[config.mk]
export PLATFORM = sky130hd
export DESIGN_NAME = serial_subtractor
export DESIGN_NICKNAME = d
export VERILOG_FILES = /design/src/rtl/serial_arith_pkg.sv /design/src/rtl/full_subtractor_bit.sv /design/src/rtl/serial_subtractor.sv
export SDC_FILE = /design/constraint.sdc
export NUM_CORES = 1
export LEC_CHECK = 0
export CAP_MARGIN = 0
export CORE_UTILIZATION = 40
export DETAILED_ROUTE_END_ITERATION = 7
export HOLD_SLACK_MARGIN = 0.02
export PLACE_DENSITY_LB_ADDON = 0.05
export SLEW_MARGIN = 20
export SYNTH_ARGS = -nofsm -noshare
export SYNTH_HDL_FRONTEND = slang
export SYNTH_SLANG_ARGS = --single-unit
[constraint.sdc]
create_clock -name clk -period 3.8 [get_ports clk]
set_input_delay 0.38 -clock clk [delete_from_list [all_inputs] [get_ports clk]]
set_output_delay 0.38 -clock clk [all_outputs]
set_load 0.02 [all_outputs]
[src/rtl/serial_arith_pkg.sv]
// -----------------------------------------------------------------------------
// serial_arith_pkg
// Shared definitions for the bit-serial arithmetic blocks (serial_adder,
// serial_subtractor): the common control state encoding and a helper that
// sizes the bit counter.
// -----------------------------------------------------------------------------
package serial_arith_pkg;

  // Control states shared by all serial arithmetic blocks.
  typedef enum logic [1:0] {
    IDLE  = 2'd0,
    SHIFT = 2'd1,
    DONE  = 2'd2
  } state_t;

  // Bits needed to index every position of a WIDTH-bit operand.
  // Never returns less than 1 so the counter always exists.
  function automatic int count_width(input int width);
    int w;
    w = $clog2(width);
    return (w < 1) ? 1 : w;
  endfunction

endpackage : serial_arith_pkg

[src/rtl/full_subtractor_bit.sv]
// -----------------------------------------------------------------------------
// full_subtractor_bit
// One-bit full subtractor: computes a - b - bin.
// Ports:
//   a, b  : operand bits
//   bin   : borrow in from the previous (less significant) bit
//   d     : difference bit
//   bout  : borrow out to the next bit
// -----------------------------------------------------------------------------
module full_subtractor_bit (
  input  logic a,
  input  logic b,
  input  logic bin,
  output logic d,
  output logic bout
);

  assign d    = a ^ b ^ bin;
  // Borrow when a=0,b=1, or when a==b and a borrow is already pending.
  assign bout = (~a & b) | (~(a ^ b) & bin);

endmodule : full_subtractor_bit

[src/rtl/serial_subtractor.sv]
// -----------------------------------------------------------------------------
// serial_subtractor
// Bit-serial two's-complement subtractor. Computes a - b one bit per enabled
// cycle, LSB first, with a start/ready handshake and a signed-overflow flag.
// Ports:
//   clk, rst_n  : clock (rising edge), asynchronous active-low reset
//   start       : load a_in/b_in; accepted only while ready=1
//   enable      : process one bit this cycle while shifting; low stalls
//   a_in, b_in  : minuend and subtrahend
//   ready       : block can accept start (idle or holding a result)
//   diff_out    : a - b mod 2^WIDTH, valid while done=1
//   borrow_out  : final borrow (a < b unsigned)
//   overflow    : signed overflow of the subtraction
//   done        : result valid, held until the next accepted start
// All outputs are registered.
// -----------------------------------------------------------------------------
module serial_subtractor
  import serial_arith_pkg::*;
#(
  parameter int WIDTH = 8
) (
  input  logic             clk,
  input  logic             rst_n,
  input  logic             start,
  input  logic             enable,
  input  logic [WIDTH-1:0] a_in,
  input  logic [WIDTH-1:0] b_in,
  output logic             ready,
  output logic [WIDTH-1:0] diff_out,
  output logic             borrow_out,
  output logic             overflow,
  output logic             done
);

  localparam int CW = count_width(WIDTH);

  state_t           state;
  logic [WIDTH-1:0] a_shift;
  logic [WIDTH-1:0] b_shift;
  logic [WIDTH-1:0] diff_sr;
  logic             bw;
  logic [CW-1:0]    count;
  logic             a_msb;
  logic             b_msb;

  logic             d;
  logic             bw_next;
  logic [WIDTH-1:0] diff_full;
  logic             last_bit;

  full_subtractor_bit u_bit (
    .a    (a_shift[0]),
    .b    (b_shift[0]),
    .bin  (bw),
    .d    (d),
    .bout (bw_next)
  );

  // Difference register with the bit being computed this cycle merged in, so
  // the final cycle can publish the complete result in one step.
  // NOTE: the copy of diff_sr comes first so every bit has a value on every
  // path; without that default the partial write would infer a latch.
  always_comb begin
    diff_full        = diff_sr;
    diff_full[count] = d;
  end

  assign last_bit = (count == CW'(WIDTH - 1));

  // NOTE: sequential state uses non-blocking assignments only, so every
  // register samples pre-edge values regardless of statement order.
  // NOTE: every register, including the operand shift registers, is reset;
  // the block is small and a fully known state after reset is worth it.
  always_ff @(posedge clk or negedge rst_n) begin
    if (!rst_n) begin
      state      <= IDLE;
      a_shift    <= '0;
      b_shift    <= '0;
      diff_sr    <= '0;
      bw         <= 1'b0;
      count      <= '0;
      a_msb      <= 1'b0;
      b_msb      <= 1'b0;
      ready      <= 1'b1;
      diff_out   <= '0;
      borrow_out <= 1'b0;
      overflow   <= 1'b0;
      done       <= 1'b0;
    end else begin
      case (state)
        IDLE, DONE: begin
          // enable has no meaning here; only an accepted start moves on.
          if (start) begin
            a_shift    <= a_in;
            b_shift    <= b_in;
            a_msb      <= a_in[WIDTH-1];
            b_msb      <= b_in[WIDTH-1];
            diff_sr    <= '0;
            bw         <= 1'b0;
            count      <= '0;
            diff_out   <= '0;
            borrow_out <= 1'b0;
            overflow   <= 1'b0;
            done       <= 1'b0;
            ready      <= 1'b0;
            state      <= SHIFT;
          end
        end

        SHIFT: begin
          // start is ignored while shifting; enable=0 holds everything.
          if (enable) begin
            diff_sr <= diff_full;
            a_shift <= {1'b0, a_shift[WIDTH-1:1]};
            b_shift <= {1'b0, b_shift[WIDTH-1:1]};
            bw      <= bw_next;
            count   <= count + CW'(1);
            if (last_bit) begin
              diff_out   <= diff_full;
              borrow_out <= bw_next;
              // Signed overflow: operand signs differ and the result sign
              // does not follow the minuend.
              overflow   <= (a_msb ^ b_msb) & (diff_full[WIDTH-1] ^ a_msb);
              done       <= 1'b1;
              ready      <= 1'b1;
              state      <= DONE;
            end
          end
        end

        default: begin
          state <= IDLE;
          ready <= 1'b1;
        end
      endcase
    end
  end

endmodule : serial_subtractor

==> results.py <==
metrics = {
    "sta": {
        "rsz0062_at_grt": "false",
        "hold_ws_ps": 72.1,
        "worstMarginPinSlew_ps": 1020,
        "worst_slack_ps": 1600,
        "min_period_over_period": 0.579,
        "max_freq_mhz": 454,
        "period_needed_ps": 2200,
        "skew_ps": 5.30,
        "drv_slew": 0,
        "slew_headroom": 0.317,
        "setup-violations-final": 0,
        "setup_tns_ps": 0,
        "hold_violations": 0,
    },
    "routing": {
        "ant_nets": 0,
        "vias_per_cell": 5.48,
        "firstDrtPassIters": 4,
        "drt_iter0_markers": 82,
        "wl_per_cell_microns": 15.9,
        "routed_wl_microns": 4670,
        "drc": 0,
        "vias": 1606,
    },
    "clock_tree": {
        "cts_tree": "done",
        "ctsResizeCount": 0,
        "cts_max_level": 2,
        "insertion_delay_ps": 290,
        "cts.path.max_buffers": 2,
        "cts-hold-fix-buffers": 0,
        "cts_setup_buffers": 0,
        "clk_pin_slew_ps": 80,
        "clockRootBuffer": "clkbuf_8",
        "cts_sinks": 44,
        "cts_buffers": 5,
    },
    "worst_setup_path": {
        "critPathLaunchType": "register",
        "rrSetupSlack_ps": 1600,
        "endpoint": "overflow",
        "required_ps": 4010,
        "r2r-end": "overflow",
        "regToRegStartpoint": "count[1]",
        "arrival_ps": 2410,
        "crit_path_end_kind": "register",
        "critPathLaunch": "count[1]",
        "cp_max_fo": 14,
        "worstRegToRegCells": 5,
        "critPathKind": "reg2reg",
    },
    "job": {
        "cap_violations": 0,
    },
    "place": {
        "place.gp.congestion": 0.800,
        "dpl_cell_area_sq_mm": 0.00249,
        "dp_hpwl_microns": 2960,
        "io_buffers": 31,
        "dp_slack_ps": 1390,
    },
    "final_layout": {
        "layout_common_cells": "dfrtp_1, nand3_1, clkdlybuf4s50_1",
        "finalInstanceArea_sq_mm": 0.00258,
        "diodes": 0,
        "drive_gt1_frac": 0.0852,
        "final_common_cell": "dfrtp_1",
        "final_core_util": 0.494,
        "num-nets-final": 245,
        "syn_to_final_growth_pct": 16.5,
    },
    "floorplan": {
        "num_rows": 26,
        "start_util": 0.424,
        "dieArea_sq_mm": 0.00585,
        "die_y_microns": 76.5,
        "core_area_sq_mm": 0.00524,
        "fp.dieW_microns": 76.5,
        "io_pins": 32,
    },
    "logic_synthesis": {
        "synth.yosys.warnings": 0,
        "synth-edff-count": 0,
        "synth_area_sq_mm": 0.00222,
        "syn_nets": 223,
        "syn_inst": 200,
        "synthArstFlopShare": 1.00,
        "ys_ff_latch": 44,
        "yosysSeqAreaShare": 0.497,
        "synth_cell_types": 38,
        "synth_area_per_cell_sq_um": 11.1,
        "synthFlopType": "dfrtp_1",
    },
    "power_and_ir_drop": {
        "p_per_area_mw_per_mm2": 760,
        "vdd_drop_max_v": 0.000320,
        "p_leak_nw": 1.16,
    },
    "grt": {
        "grt_pass1_vias": 1577,
        "grt_pass1_wl_microns": 7960,
        "antenna_found_initial": 0,
        "grt_use_total": 0.176,
        "grt-ovfl-total": 0,
        "grt_max_degree": 45,
    },
    "status": {
        "status": "complete, no violations",
    },
    "worst_hold_path": {
        "holdCritPathClass": "in2async",
    },
}
## stage by stage
stage	std cells	total power [mW]
3_5_place_dp	285	1.69
5_1_grt	293	2.12
3_3_place_gp	285	1.65
6_report	293	1.97
4_1_cts	293	1.99
2_1_floorplan	200	1.47
## layer usage
metal,vias to the layer above,wire length (microns),track usage
met5,-,0,0
met4,0,15,0.0462
met3,2,161,0.0395
met2,40,2320,0.291
met1,792,2170,0.232
li1,772,-,-
## worst min path at each step
stage / depth (start not counted) / slack [ps] / end / startpoint
after CTS: 1 / 290 / diff_out[4] / rst_n
final: 1 / 70 / done / rst_n
after floorplan: 0 / 80 / a_msb / rst_n
after detailed placement: 2 / 460 / done / done
after global placement: 2 / 460 / done / done
after global routing: 1 / 100 / done / rst_n
## power by group
part	leakage, nW	switching, mW	total, mW	internal, mW
Clock	0.0455	0.152	0.300	0.148
Combinational	0.537	0.480	0.856	0.376
Sequential	0.574	0.152	0.809	0.657
Total	1.16	0.784	1.97	1.18
## worst max-delay path, stage by stage (launching register included)
cell,delay [ps]
dfrtp_1,600
ha_1,240
ha_1,180
nand4b_1,450
or3b_1,510
o211ai_1,150
## area by class of cell
| cell class | count | area, sq um |
|---|---|---|
| tap | 70 | 87.6 |
| multi-input combinational | 135 | 975 |
| clock buffer | 8 | 90.1 |
| fill | 483 | 2650 |
| inverter | 4 | 15.0 |
| sequential | 44 | 1100 |
| timing repair buffer | 32 | 315 |
## Yosys cell counts, drive strengths merged (3+ instances only)
library cell / number / share of area
nand2b: 4 / 0.011
nand3b: 3 / 0.010
nor3b: 3 / 0.010
mux2: 4 / 0.020
dfrtp: 43 / 0.49
buf: 13 / 0.050
o31ai: 12 / 0.041
nand3: 30 / 0.068
nand2: 10 / 0.018
inv: 4 / 0.0068
mux2i: 21 / 0.095
clkbuf: 4 / 0.0068
a21oi: 4 / 0.019
o21ai: 21 / 0.047
## flip-flops by register name (all words and copies together), names as in the netlist, 2 cells and up
register,flops
a_shift,8
b_shift,8
count,3
diff_out,8
diff_sr,8
state,2
## cells by family after synthesis
family                     share of synthesized area
buffers and inverters                         0.0637
AOI/OAI and AO/OA                              0.144
muxes                                          0.115
DFF                                            0.497
and+or+nand+nor                                0.160
adders and majority gates                     0.0203
No activity file was read; power rests on OpenSTA's default activity.
